[config.mk]
export PLATFORM = sky130hd
export DESIGN_NAME = sseg_scan_ctrl
export DESIGN_NICKNAME = d
export VERILOG_FILES = /design/src/rtl/sseg_scan_ctrl.sv
export SDC_FILE = /design/constraint.sdc
export NUM_CORES = 1
export LEC_CHECK = 0
export BUFFER_PORTS_ARGS = -buffer_cell sky130_fd_sc_hd__buf_2
export CELL_PAD_IN_SITES_DETAIL_PLACEMENT = 1
export CELL_PAD_IN_SITES_GLOBAL_PLACEMENT = 1
export CORE_MARGIN = 2
export CORE_UTILIZATION = 42
export DETAILED_ROUTE_END_ITERATION = 10
export PLACE_DENSITY = 0.78
export SLEW_MARGIN = 20
export SYNTH_ARGS = -nofsm -noshare
export SYNTH_HDL_FRONTEND = slang
export SYNTH_SLANG_ARGS = --single-unit
[constraint.sdc]
create_clock -name i_clk -period 2 [get_ports i_clk]
set_input_delay 0 -clock i_clk [delete_from_list [all_inputs] [get_ports i_clk]]
set_output_delay 0 -clock i_clk [all_outputs]
set_load 0.02 [all_outputs]
[src/rtl/sseg_scan_ctrl.sv]
// ---------------------------------------------------------------------------
// sseg_scan_ctrl
//
// Multiplexed scan controller for a four-digit, common-anode seven-segment
// display. The digits are lit one at a time, right to left in index order
// 0,1,2,3. A short all-off guard gap separates two digits so that neither
// digit shows ghosting of the other's segments.
//
// A new value is accepted into a pending register. It is copied into the
// displayed register only at a frame boundary, so one scan frame never
// mixes digits from two different values.
//
// Parameters
//   DIGIT_CYC  clock cycles each digit is driven per scan slot (>= 16)
//   GUARD_CYC  all-digits-off cycles between slots (>= 1)
//
// Ports
//   i_clk       sole clock, all state on the rising edge
//   i_reset_n   asynchronous active-low reset
//   i_load      load request, accepted only while o_ready is high
//   i_value     four hex nibbles; nibble k drives digit k (digit 0 rightmost)
//   i_dp        decimal-point enables per digit, sampled with i_value
//   i_blank_lz  leading-zero blanking enable (live)
//   i_bright    brightness 0 (off) .. 15 (full) (live)
//   o_ready     high when a load can be accepted
//   o_ldsel     active-low digit select, one-cold or all-high
//   o_sseg_n    active-low segments {dp,g,f,e,d,c,b,a}
// ---------------------------------------------------------------------------
module sseg_scan_ctrl #(
  parameter int DIGIT_CYC = 50000,
  parameter int GUARD_CYC = 500
) (
  input  logic        i_clk,
  input  logic        i_reset_n,
  input  logic        i_load,
  input  logic [15:0] i_value,
  input  logic [3:0]  i_dp,
  input  logic        i_blank_lz,
  input  logic [3:0]  i_bright,
  output logic        o_ready,
  output logic [3:0]  o_ldsel,
  output logic [7:0]  o_sseg_n
);

  // One counter serves both phases, so it is sized for the longer one.
  // DIGIT_CYC >= 16 guarantees at least four bits, which the brightness
  // PWM compare needs.
  localparam int MAX_CYC = (DIGIT_CYC > GUARD_CYC) ? DIGIT_CYC : GUARD_CYC;
  localparam int CNT_W   = (MAX_CYC > 16) ? $clog2(MAX_CYC) : 4;

  localparam logic [CNT_W-1:0] DIGIT_LAST = CNT_W'(DIGIT_CYC - 1);
  localparam logic [CNT_W-1:0] GUARD_LAST = CNT_W'(GUARD_CYC - 1);

  typedef enum logic {
    ST_DRIVE = 1'b0,
    ST_GUARD = 1'b1
  } state_t;

  state_t           state;
  logic [CNT_W-1:0] cnt;
  logic [1:0]       idx;

  logic [15:0]      disp_value;
  logic [3:0]       disp_dp;
  logic [15:0]      pend_value;
  logic [3:0]       pend_dp;
  logic             pend_valid;

  logic             load_accept;
  logic             drive_last;
  logic             guard_last;
  logic             frame_end;
  logic [3:0]       cur_nibble;
  logic             cur_dp;
  logic             upper_zero;
  logic             bright_on;
  logic             lit;
  logic [6:0]       seg_code;
  logic [3:0]       ldsel_next;
  logic [7:0]       sseg_next;

  // Hex to active-low {g,f,e,d,c,b,a}. The decimal point is added separately.
  function automatic logic [6:0] hex_to_seg(input logic [3:0] nib);
    logic [6:0] seg;
    case (nib)
      4'h0: seg = 7'h40;
      4'h1: seg = 7'h79;
      4'h2: seg = 7'h24;
      4'h3: seg = 7'h30;
      4'h4: seg = 7'h19;
      4'h5: seg = 7'h12;
      4'h6: seg = 7'h02;
      4'h7: seg = 7'h78;
      4'h8: seg = 7'h00;
      4'h9: seg = 7'h10;
      4'hA: seg = 7'h08;
      4'hB: seg = 7'h03;
      4'hC: seg = 7'h46;
      4'hD: seg = 7'h21;
      4'hE: seg = 7'h06;
      default: seg = 7'h0E;
    endcase
    return seg;
  endfunction

  // A load can only be pending one at a time, so ready is simply the
  // absence of a pending value. pend_valid is a flop, so this does not glitch.
  assign o_ready     = ~pend_valid;
  assign load_accept = i_load & ~pend_valid;

  assign drive_last  = (cnt == DIGIT_LAST);
  assign guard_last  = (cnt == GUARD_LAST);

  // The frame ends on the last guard cycle after digit 3, just before the
  // index wraps back to 0.
  assign frame_end   = (state == ST_GUARD) && guard_last && (idx == 2'd3);

  // Select the nibble and dp for the current digit. Also work out whether
  // that digit and every digit to its left hold zero, which makes it a
  // leading zero. Digit 0 is never a leading zero, so a value of 0 still
  // shows one "0".
  always_comb begin
    cur_nibble = disp_value[3:0];
    cur_dp     = disp_dp[0];
    upper_zero = 1'b0;
    case (idx)
      2'd0: begin
        cur_nibble = disp_value[3:0];
        cur_dp     = disp_dp[0];
        upper_zero = 1'b0;
      end
      2'd1: begin
        cur_nibble = disp_value[7:4];
        cur_dp     = disp_dp[1];
        upper_zero = (disp_value[15:4] == 12'h000);
      end
      2'd2: begin
        cur_nibble = disp_value[11:8];
        cur_dp     = disp_dp[2];
        upper_zero = (disp_value[15:8] == 8'h00);
      end
      default: begin
        cur_nibble = disp_value[15:12];
        cur_dp     = disp_dp[3];
        upper_zero = (disp_value[15:12] == 4'h0);
      end
    endcase
  end

  // Brightness is a PWM over the low four bits of the slot counter. The
  // digit is on for the first i_bright of every 16 drive cycles. Level 15
  // is forced fully on, so full brightness has no one-cycle dark gap.
  assign bright_on = (i_bright == 4'hF) || (cnt[3:0] < i_bright);

  assign lit = (state == ST_DRIVE) && bright_on &&
               !(i_blank_lz && upper_zero);

  assign seg_code = hex_to_seg(cur_nibble);

  // Next values for the output flops. When the digit is not lit, every
  // digit and every segment is switched off, not just the select.
  always_comb begin
    ldsel_next = 4'hF;
    sseg_next  = 8'hFF;
    if (lit) begin
      ldsel_next = ~(4'b0001 << idx);
      sseg_next  = {~cur_dp, seg_code};
    end
  end

  // Scan FSM. It steps the per-slot counter and the digit index. It also
  // registers the digit select and segment drive, so the pins change only
  // on clock edges. Those outputs show the state from one cycle earlier.
  always_ff @(posedge i_clk or negedge i_reset_n) begin
    if (!i_reset_n) begin
      state    <= ST_DRIVE;
      cnt      <= '0;
      idx      <= 2'd0;
      o_ldsel  <= 4'hF;
      o_sseg_n <= 8'hFF;
    end else begin
      o_ldsel  <= ldsel_next;
      o_sseg_n <= sseg_next;
      case (state)
        ST_DRIVE: begin
          if (drive_last) begin
            state <= ST_GUARD;
            cnt   <= '0;
          end else begin
            cnt   <= cnt + 1'b1;
          end
        end
        ST_GUARD: begin
          if (guard_last) begin
            state <= ST_DRIVE;
            cnt   <= '0;
            idx   <= idx + 2'd1;
          end else begin
            cnt   <= cnt + 1'b1;
          end
        end
        default: begin
          state <= ST_DRIVE;
          cnt   <= '0;
          idx   <= 2'd0;
        end
      endcase
    end
  end

  // Load and commit path. A load can only be accepted while nothing is
  // pending. So an accept and a commit never happen in the same cycle. A
  // load taken on the frame-boundary cycle therefore waits for the next
  // boundary.
  always_ff @(posedge i_clk or negedge i_reset_n) begin
    if (!i_reset_n) begin
      disp_value <= 16'h0000;
      disp_dp    <= 4'h0;
      pend_value <= 16'h0000;
      pend_dp    <= 4'h0;
      pend_valid <= 1'b0;
    end else begin
      if (load_accept) begin
        pend_value <= i_value;
        pend_dp    <= i_dp;
        pend_valid <= 1'b1;
      end else if (frame_end && pend_valid) begin
        disp_value <= pend_value;
        disp_dp    <= pend_dp;
        pend_valid <= 1'b0;
      end
    end
  end

endmodule

==> metrics.csv, run 1 <==
metric,value,unit
die area,0.00910,sq mm
Crit Path Class,flop to flop,
final worst path period share,110,%
Post-synth top cells,"60 x dfrtp_1, 22 x nand2_1, 20 x nor2_1",
failing checks,setup timing,
Ys Warns,0,
"antenna viol nets, final",0,
setup total negative slack,-2.31,ns
pin count of the biggest net entering global routing,31,
Worst Setup End Kind,flop,
f_max,455,MHz
clock-pin slew on the worst setup and hold paths,0.08,ns
n_diodes,0,
Sink Count,72,
Tot GR Track Use,26.9,%
min Tclk post-route,2.20,ns
synthesis-to-layout area growth,44.9,%
Arrival @ worst endpoint,2.49,ns
Slew headroom,57.0,%
Iter 0 DRT Violations,217,
RR Endpoint,o_sseg_n[4]$_DFF_PN1_,
synthesized netlist net count,327,
initial antenna violation count,0,
layout cells sized above 1,49.3,%
Syn Area/Cell,12.3,sq um
fin worst setup slack,-0.200,ns
Cell Int Power,2.32,mW
Gate Count Post-Synth,285,
Clock Path Buffers,2,
final hold violation count,0,
endpoints failing setup,37,
sw frac,24.0,%
Max-cap violations,0,
worst hold slack,0.190,ns
synthesis-stage register bit count,72,
H-tree depth,3,
Final Max Slew Viols,0,
cell area after synthesis,0.00351,sq mm
Die X,95.4,um
clock latency on the worst-skew pair,0.38,ns
R2R Path Start,idx[0]$_DFFE_PN0P_,
CTS Buf Count,9,
root buffer cell,clkbuf_8,
status,"finished, violations left",
post-detail-place hpwl,6.20,mm
first-pass GRT wire length,17.7,mm
Clock Power Share,43.7,%
Worst Skew,0.0207,ns
via count,2934,
P per Cell Area,600,mW/mm^2
Vias/cell,5.61,
largest cells by area after synthesis,"dfrtp_1 43%, dfstp_2 9.0%, mux2_4 8.1%",
overflow left after global routing,0,
hold crit path type,primary input to asynchronous set/reset pin,
LEAKAGE,2.41,nW
total routed wirelength,12.0,mm
wire length per cell,23.0,um
Critical Path Source Type,flop,
Least-Margin Pin Slew,0.644,ns
combinational power share,5.5,%
"count leader, synth",dfrtp_1,
post-synthesis sequential area ratio,51.8,%
CP Max Fanout,4,
Post-synth EDFFs,0,
vias in the first global route,3124,
core area,0.00818,sq mm
worst IR drop on VDD,0.000396,V
Initial Util,42.9,%
R2R Setup Slk,-0.20,ns
Flop pwr share,50.8,%
drt pass-1 iters,5,
Row Count,33,
RSZ-0062 raised after global routing,true,
drc violations,0,
synth unique cells,50,
share of the synthesized area in the top cell type,42.8,%
fraction of registers with async set/reset,100,%
CP required,2.29,ns
NumNets Final,455,
cell taking the most area after synthesis,dfrtp_1,
Synth Flop Type,dfrtp_1,
boundary pin count,41,
Die Span Y,95.4,um
IO Port Bufs,40,
Placer Congestion,0.831,
R2R depth,10,
Psw,734,uW
CTS tree,yes,
==> what timing repair did <==
action / in CTS / in global routing
hold buffers: 22 / 0
gates resized for setup: 31 / 41
gates cloned: 1 / 0
buffers inserted: 16 / 5
pin swaps: 14 / 22
endpoints found under the hold margin: 34 / 0
setup endpoints to repair: 37 / 38
==> kinds of logic (layout without fill, tap and decap cells) <==
group | after synthesis | count (layout) | synth area share (%)
compound gates | 33 | 33 | 6.77
flops | 72 | 72 | 51.8
buf+inv | 21 | 154 | 2.75
simple gates | 79 | 79 | 11.8
xor+xnor | 16 | 16 | 3.99
fa+ha+maj | 14 | 14 | 4.99
mux | 50 | 50 | 17.9
==> layer usage <==
metal / up-vias / share of wire (%) / global-route usage [%]
met5: - / 0 / 0
met4: 0 / 3.4 / 7.86
met3: 38 / 3.4 / 5.14
met2: 100 / 53 / 49.2
met1: 1525 / 41 / 32.2
li1: 1271 / - / -
==> area by class of cell <==
class | count | area (sq um)
Timing Repair Buffer | 124 | 985
Inverter | 14 | 62.6
Clock buffer | 10 | 128
Fill cell | 822 | 3090
Sequential cell | 72 | 1820
Multi-Input combinational cell | 192 | 1870
Clock inverter | 6 | 92.6
Tap cell | 105 | 131
==> worst max path at each step <==
stage / from / cells after the start / endpoint / slack [ns]
2_1_floorplan: idx[0]$_DFFE_PN0P_ / 7 / o_sseg_n[3]$_DFF_PN1_ / -0.04
4_1_cts: idx[1]$_DFFE_PN0P_ / 11 / o_sseg_n[0]$_DFF_PN1_ / -0.16
3_3_place_gp: idx[0]$_DFFE_PN0P_ / 11 / o_sseg_n[0]$_DFF_PN1_ / -0.08
3_5_place_dp: idx[1]$_DFFE_PN0P_ / 11 / o_sseg_n[0]$_DFF_PN1_ / -0.22
6_report: idx[0]$_DFFE_PN0P_ / 10 / o_sseg_n[4]$_DFF_PN1_ / -0.20
5_1_grt: idx[0]$_DFFE_PN0P_ / 11 / o_sseg_n[0]$_DFF_PN1_ / -0.27
==> flip-flops by register name (all words and copies together) (netlist names) <==
name and cells:
state 1, pend_valid 1, cnt 16, disp_dp 4
disp_value 16, pend_dp 4, pend_value 16, o_sseg_n 8
o_ldsel 4, idx 2
==> through the flow <==
stage / instances / worst slack [ns] / util [%] / instance area [sq um] / power [mW]
4_1_cts: 520 / -0.163 / 60.0 / 4900 / 3.03
6_report: 523 / -0.200 / 62.2 / 5090 / 3.05
5_1_grt: 523 / -0.266 / 62.2 / 5090 / 3.15
3_5_place_dp: 466 / -0.217 / 51.1 / 4180 / 1.71
3_3_place_gp: 466 / -0.0807 / 51.1 / 4180 / 1.70
2_1_floorplan: 285 / -0.0445 / - / 3540 / 1.62
==> power by group through the flow <==
stage / sequential, mW / clock, mW / combinational (mW)
6_report: 1.55 / 1.33 / 0.169
5_1_grt: 1.56 / 1.41 / 0.187
4_1_cts: 1.55 / 1.32 / 0.165
3_5_place_dp: 1.57 / 0 / 0.132
3_3_place_gp: 1.57 / 0 / 0.126
2_1_floorplan: 1.57 / 0 / 0.0515
==> layout by cell type (no fill, tap or decap), types with 3 or more instances in the layout <==
cell type       n
a21oi_1         3
a21oi_2         3
a222oi_1        5
and3_1          6
buf_12          3
buf_2          40
buf_4          49
buf_6           7
clkbuf_8        9
dfrtp_1        58
dfstp_2        12
dlygate4sd3_1  22
ha_1            5
ha_4            8
inv_1           7
inv_2           3
inv_4           4
mux2_1         15
mux2_2          6
mux2_4         21
mux2i_1         7
nand2_1        18
nand2_4         3
nand3_1        10
nor2_1         10
nor2_2          4
nor2_4          6
nor3_1          3
nor4_1          4
o21ai_1         5
xnor2_1        14
==> critical path, cell delays in order, from the launching register on <==
cell	delay, ns
dfrtp_2	0.47
ha_4	0.20
a222oi_1	0.34
buf_4	0.19
a21oi_4	0.08
ha_4	0.19
inv_4	0.07
buf_6	0.10
mux2i_1	0.07
a211oi_1	0.29
o21ai_1	0.12
(Power assumes the default switching activity.)
==> inputs of run 2 (changes only) <==
- BUFFER_PORTS_ARGS: -buffer_cell sky130_fd_sc_hd__buf_2 -> not set
- CORE_UTILIZATION: 42 -> 46
- DONT_BUFFER_PORTS: not set -> 1
- PLACE_DENSITY: 0.78 -> not set
- PLACE_DENSITY_LB_ADDON: not set -> 0.25
- SLEW_MARGIN: 20 -> 40
==> run 2 against run 1 <==
  * The run still ends with setup timing left
  * Combinational power is 16% lower
  * Critical endpoint is now o_sseg_n[1]$_DFF_PN1_
  * Sequential power hardly changed
  * Final cell count is 7.1% lower
  * Die area is 8.3% lower
==> metrics.csv, run 2 (synthesized netlist as in run 1, its figures left out) <==
metric,value,unit,change
"commonest non-fill, non-tap cell in the layout",dfrtp_1,,
Row Count,31,,-6.1%
die area,0.00834,sq mm,-8.3%
Least-Margin Pin Slew,0.413,ns,-0.231 ns
final hold violation count,0,,unchanged
worst hold slack,0.0927,ns,-0.0977 ns
R2R Setup Slk,-0.43,ns,-0.23 ns
RR Endpoint,o_sseg_n[1]$_DFF_PN1_,,
pre-CTS WS,-0.267,ns,-0.0499 ns
hold crit path type,primary input to flop,,
total routed wirelength,12.2,mm,+1.4%
RSZ-0062 raised after global routing,true,,
NumNets Final,423,,-7.0%
post-detail-place hpwl,5.83,mm,-6.1%
Tot GR Track Use,25.8,%,-1.2 points
CP Max Fanout,4,,unchanged
placed cell area,0.00401,sq mm,-4.0%
Die Span Y,91.3,um,-4.3%
Slew headroom,72.2,%,+15 points
core area,0.00733,sq mm,-10%
fin worst setup slack,-0.426,ns,-0.226 ns
Hold Path Sink,o_sseg_n[3]$_DFF_PN1_,,
worst IR drop on VDD,0.000398,V,+0.29%
clock-pin slew on the worst setup and hold paths,0.09,ns,about the same
Initial Util,47.9,%,+4.9 points
Worst Setup End Kind,flop,,
Worst Skew,0.0204,ns,-0.000247 ns
drc violations,0,,unchanged
Iter 0 DRT Violations,183,,-16%
drt pass-1 iters,5,,unchanged
min-delay src,i_blank_lz,,
CTS Buf Count,9,,unchanged
via count,2801,,-4.5%
Tot Pwr,2.87,mW,-6.0%
Critical Path Source Type,flop,,
first-pass GRT wire length,16.4,mm,-7.5%
Max-cap violations,0,,unchanged
Sink Count,72,,unchanged
"commonest cells after routing, fill and taps aside","59 x dfrtp_1, 57 x buf_4, 22 x dlygate4sd3_1",,
root buffer cell,clkbuf_8,,
R2R Path Start,idx[1]$_DFFE_PN0P_,,
f_max,412,MHz,-9.3%
Final Max Slew Viols,0,,unchanged
R2R depth,12,,+2
fillers,716,,-13%
status,"finished, violations left",,
layout cells sized above 1,44.3,%,-5.0 points
CTS tree,yes,,
Final Cell Area,0.00489,sq mm,-3.9%
IO Port Bufs,0,,-100%
utilization after layout,66.7,%,+4.5 points
Die X,91.3,um,-4.3%
Crit Path Class,flop to flop,,
Vias/cell,5.76,,+2.7%
LEAKAGE,2.29,nW,-4.7%
CP required,2.27,ns,-0.02 ns
vias in the first global route,3034,,-2.9%
final worst path period share,121,%,+11 points
hold path depth,4,,
synthesis-to-layout area growth,39.3,%,
pin count of the biggest net entering global routing,73,,+140%
biggest regs,"cnt x16, disp_value x16, pend_value x16",,
initial antenna violation count,1,,+1
P per Cell Area,586,mW/mm^2,-2.2%
Placer Congestion,0.843,,+1.4%
boundary pin count,41,,unchanged
Clock Path Buffers,2,,unchanged
"antenna viol nets, final",0,,unchanged
clock latency on the worst-skew pair,0.36,ns,-0.02 ns
H-tree depth,3,,unchanged
endpoints failing setup,32,,-14%
failing checks,setup timing,,
overflow left after global routing,0,,unchanged
wire length per cell,25.1,um,+9.1%
Arrival @ worst endpoint,2.70,ns,+0.21 ns
min Tclk post-route,2.43,ns,+0.226 ns
[run 2: cell count changes in the layout (fill, tap and decap cells not counted), sizes merged]
cell	change
clkbuf	+4
clkinv	+2
inv	-1
buf	-34
clkinvlp	-2
diode	+1
bufinv	-1
[run 2: metrics by stage]
| step | TNS (ns) | std cells |
|---|---|---|
| floorplan | -0.111 | 285 |
| global placement | -0.451 | 427 |
| detailed placement | -1.21 | 427 |
| CTS | -0.467 | 474 |
| global route | -5.03 | 486 |
| finish | -2.51 | 486 |
[run 2: timing repair]
action / in CTS / in global routing
cloned: 0 / 3
hold buffers: 23 / 0
endpoints found under the hold margin: 93 / 0
pin swaps: 15 / 17
setup endpoints to repair: 27 / 44
gates resized for setup: 28 / 31
buffers inserted: 8 / 8
[run 2: how the worst max path moves through the flow]
stage	to	cells past startpoint	slack [ns]	startpoint
final	o_sseg_n[1]$_DFF_PN1_	12	-0.43	idx[1]$_DFFE_PN0P_
after global routing	o_sseg_n[1]$_DFF_PN1_	12	-0.56	idx[1]$_DFFE_PN0P_
after CTS	o_sseg_n[0]$_DFF_PN1_	11	-0.14	idx[0]$_DFFE_PN0P_
after detailed placement	o_sseg_n[1]$_DFF_PN1_	9	-0.27	idx[0]$_DFFE_PN0P_
after global placement	o_sseg_n[0]$_DFF_PN1_	12	-0.18	idx[0]$_DFFE_PN0P_
after floorplan	o_sseg_n[3]$_DFF_PN1_	7	-0.04	idx[0]$_DFFE_PN0P_
[run 2: power by group]
part           switching [mW]  internal, mW  total (mW)
clock network           0.561         0.606        1.17
logic                  0.0659        0.0762       0.142
registers              0.0428          1.52        1.56
[run 2: layer usage]
layer	track usage [%]	up-vias	wire, um
li1	-	1200	-
met4	10.6	0	498
met3	4.56	40	585
met1	30.2	1452	4730
met5	0	-	0
met2	46.4	109	6400
[run 2: area by class of cell]
cell class	count	area, sq um	share of cell area [%]
diodes	1	2.50	0.0512
clock buffers	12	145	2.97
clock inverters	4	45.0	0.921
inverters	14	62.6	1.28
multi-input cells	192	1850	37.7
flip-flops and latches	72	1820	37.2
well taps	99	124	2.53
repair buffers	92	847	17.3
[run 2: worst max-delay path, cell delays in order, from the launching register on]
cell	delay [ns]
dfrtp_1	0.42
inv_2	0.09
ha_4	0.18
a222oi_1	0.38
nand2_1	0.19
o21ai_4	0.15
buf_6	0.16
ha_4	0.17
inv_4	0.05
a21oi_4	0.14
nand2_2	0.08
o221a_1	0.14
o21ai_1	0.18
==> inputs of run 3 (changes only) <==
- ABC_AREA: not set -> 1
- CORE_UTILIZATION: 46 -> 48
- clock period: 2 -> 2.3 ns (I/O delays scaled with it)
==> run 3 against run 2 <==
  * The run now ends clean
  * Clock power fell by 20%
  * Die area down 1.6%
  * Synthesized area increased by 2.6%
  * Final cell count increased by 14%
  * Register-to-register slack better by 0.69 ns
  * Wire length down 32%
  * Utilization shrank 9.6 points
  * Critical path depth rose by 1
  * Synthesized cell count rose by 47%
  * Maximum frequency increased by 19%
  * Global-route usage shrank 3.1 points
  * First-iteration DRC count fell by 78%
  * Critical path type unchanged
  * Largest power group unchanged
  * Highest routed layer unchanged
==> metrics.csv, run 3 <==
metric,value,unit,change
Die X,90.6,um,-0.80%
post-CTS setup buffer count,0,,-8
"count leader, synth",nand2_1,,
Post-synth top cells,"149 x nand2_1, 60 x dfrtp_1, 42 x nor2_1",,
cell area after synthesis,0.00360,sq mm,+2.6%
Flop pwr share,56.2,%,+1.8 points
combinational power share,4.3,%,-0.7 points
RSZ-0062 raised after global routing,false,,
n_diodes,0,,-1
"commonest cells after routing, fill and taps aside","149 x nand2_1, 60 x dfrtp_1, 42 x nor2_1",,
Arrival @ worst endpoint,2.32,ns,-0.38 ns
Crit Path Class,flop to flop,,
Worst Skew,0.0154,ns,-0.00507 ns
vias in the first global route,3078,,+1.5%
setup total negative slack,0,ns,+2.51 ns
post-synthesis sequential area ratio,50.5,%,-1.3 points
f_max,491,MHz,+19%
Syn Area/Cell,8.61,sq um,-30%
CP required,2.58,ns,+0.31 ns
hold crit path type,primary input to flop,,
cell taking the most area after synthesis,dfrtp_1,,
Iter 0 DRT Violations,40,,-78%
Worst Setup End Kind,flop,,
min Tclk post-route,2.04,ns,-0.391 ns
Vias/cell,5.02,,-13%
synthesis-to-layout area growth,15.1,%,
Psw,545,uW,-19%
Gate Count Post-Synth,418,,+47%
Row Count,31,,unchanged
H-tree depth,3,,unchanged
largest cells by area after synthesis,"dfrtp_1 42%, nand2_1 16%, dfstp_2 8.8%",,
R2R Path Start,idx[1]$_DFFE_PN0P_,,
fraction of registers with async set/reset,100,%,unchanged
share of the synthesized area in the top cell type,41.7,%,-1.1 points
synth unique cells,29,,-42%
IO Port Bufs,0,,unchanged
worst hold slack,0.0255,ns,-0.0672 ns
status,finished clean,,
Slew headroom,64.5,%,-7.7 points
Clock Path Buffers,2,,unchanged
final hold violation count,0,,unchanged
Least-Margin Pin Slew,0.529,ns,+0.116 ns
Tot GR Track Use,22.7,%,-3.1 points
initial antenna violation count,0,,-1
Synth Flop Type,dfrtp_1,,
drt pass-1 iters,4,,-1
Sink Count,72,,unchanged
R2R depth,13,,+1
DP Cell Count,515,,+21%
RR Endpoint,o_sseg_n[0]$_DFF_PN1_,,
Initial Util,49.6,%,+1.8 points
core area,0.00725,sq mm,-1.1%
"antenna viol nets, final",0,,unchanged
Cell Int Power,1.81,mW,-18%
Placer Congestion,0.858,,+1.7%
CTS Buf Count,9,,unchanged
clock-pin slew on the worst setup and hold paths,0.08,ns,about the same
overflow left after global routing,0,,unchanged
endpoints failing setup,0,,-100%
worst IR drop on VDD,0.000408,V,+2.7%
drc violations,0,,unchanged
R2R Setup Slk,0.26,ns,+0.69 ns
P per Cell Area,569,mW/mm^2,-3.0%
fillers,874,,+22%
CP Max Fanout,7,,+3
synthesis-stage register bit count,72,,unchanged
wire length per cell,15.0,um,-40%
final worst path period share,88.5,%,-33 points
synthesized netlist net count,460,,+41%
Final Max Slew Viols,0,,unchanged
LEAKAGE,2.15,nW,-6.3%
Tot Pwr,2.36,mW,-18%
pin count of the biggest net entering global routing,73,,unchanged
final std cells w/o fill,554,,+14%
sw frac,23.1,%,-0.21 points
biggest regs,"cnt x16, disp_value x16, pend_value x16",,
Critical Path Source Type,flop,,
hold path depth,5,,+1
Die Span Y,90.6,um,-0.80%
NumNets Final,492,,+16%
total routed wirelength,8.31,mm,-32%
min-delay src,i_bright[1],,
Clock Power Share,39.5,%,-1.2 points
root buffer cell,clkbuf_8,,
CTS tree,yes,,
Max-cap violations,0,,unchanged
via count,2779,,-0.79%
post-detail-place hpwl,5.76,mm,-1.1%
"commonest non-fill, non-tap cell in the layout",nand2_1,,
first-pass GRT wire length,14.7,mm,-10%
layout cells sized above 1,13.4,%,-31 points
clock latency on the worst-skew pair,0.35,ns,about the same
Post-synth EDFFs,0,,unchanged
Ys Warns,0,,unchanged
die area,0.00821,sq mm,-1.6%
utilization after layout,57.1,%,-9.6 points
Hold Path Sink,o_ldsel[0]$_DFF_PN1_,,
boundary pin count,41,,unchanged
==> run 3: cell types whose count changed in the layout (fill, tap and decap cells not counted), moves of 8 or more <==
cell,previous run,this run
nand2_1,16,149
buf_4,57,4
inv_1,7,41
nor2_1,19,42
mux2_4,20,0
mux2_1,15,0
mux2_2,7,20
nand3_1,10,21
xnor2_1,14,3
ha_1,4,14
buf_6,9,0
o21ai_0,0,9
xor2_1,2,10
==> run 3: power groups by stage <==
stage	registers, mW	logic [mW]	clock network, mW
after floorplan	1.34	0.0356	0
after detailed placement	1.35	0.0410	0
after CTS	1.32	0.101	0.950
after global placement	1.35	0.0386	0
final	1.33	0.101	0.931
after global routing	1.33	0.114	1.01
==> run 3: per-stage QoR <==
stage | worst slack (ns) | area, sq um
final | 0.265 | 4140
after global routing | 0.0180 | 4140
after CTS | 0.264 | 4140
after detailed placement | 0.273 | 3710
after global placement | 0.362 | 3710
after floorplan | 0.298 | 3600
==> run 3: area by class of cell <==
type	instances	area [sq um]	area share, %
Tap cell	99	124	2.99
Multi-Input combinational cell	297	1580	38.1
Timing Repair Buffer	27	278	6.70
Clock inverter	4	27.5	0.664
Sequential cell	72	1820	43.8
Inverter	43	164	3.96
Clock buffer	12	155	3.74
==> run 3: logic make-up (layout without fill, tap and decap cells) <==
logic type | Yosys count | count (layout) | share of synthesized area (%)
buf+inv | 49 | 86 | 5.70
mux | 20 | 20 | 6.25
fa+ha+maj | 14 | 14 | 4.86
flops | 72 | 72 | 50.5
xor+xnor | 13 | 13 | 3.16
compound gates | 21 | 21 | 3.02
simple gates | 229 | 229 | 26.5
==> run 3: repair_timing <==
item,in CTS,in global routing
gates resized for setup,0,0
hold endpoints to repair,93,0
hold buffers,23,0
==> run 3: critical path: stages (launching register included) <==
cell	delay, ns
dfrtp_1	0.43
inv_1	0.10
ha_1	0.29
nand2_1	0.08
nand2_1	0.13
nor2_1	0.05
nor2_1	0.23
ha_1	0.23
nand3_1	0.13
nand2_1	0.09
nand2_1	0.05
nand2_1	0.07
inv_1	0.04
nand2_1	0.05
==> run 3: worst max path at each step <==
stage,startpoint,end,slack (ns),depth (start not counted)
6_report,idx[1]$_DFFE_PN0P_,o_sseg_n[0]$_DFF_PN1_,0.26,13
5_1_grt,idx[0]$_DFFE_PN0P_,o_sseg_n[0]$_DFF_PN1_,0.02,13
4_1_cts,idx[1]$_DFFE_PN0P_,o_sseg_n[0]$_DFF_PN1_,0.26,13
3_5_place_dp,idx[1]$_DFFE_PN0P_,o_sseg_n[5]$_DFF_PN1_,0.27,10
3_3_place_gp,idx[1]$_DFFE_PN0P_,o_sseg_n[0]$_DFF_PN1_,0.36,13
2_1_floorplan,idx[0]$_DFFE_PN0P_,o_sseg_n[5]$_DFF_PN1_,0.30,11
==> run 3: per-layer routing <==
layer / track usage, % / routed length [um]
met3: 4.92 / 275
met1: 28.6 / 3790
met4: 9.10 / 204
met2: 37.9 / 4040
met5: 0 / 0
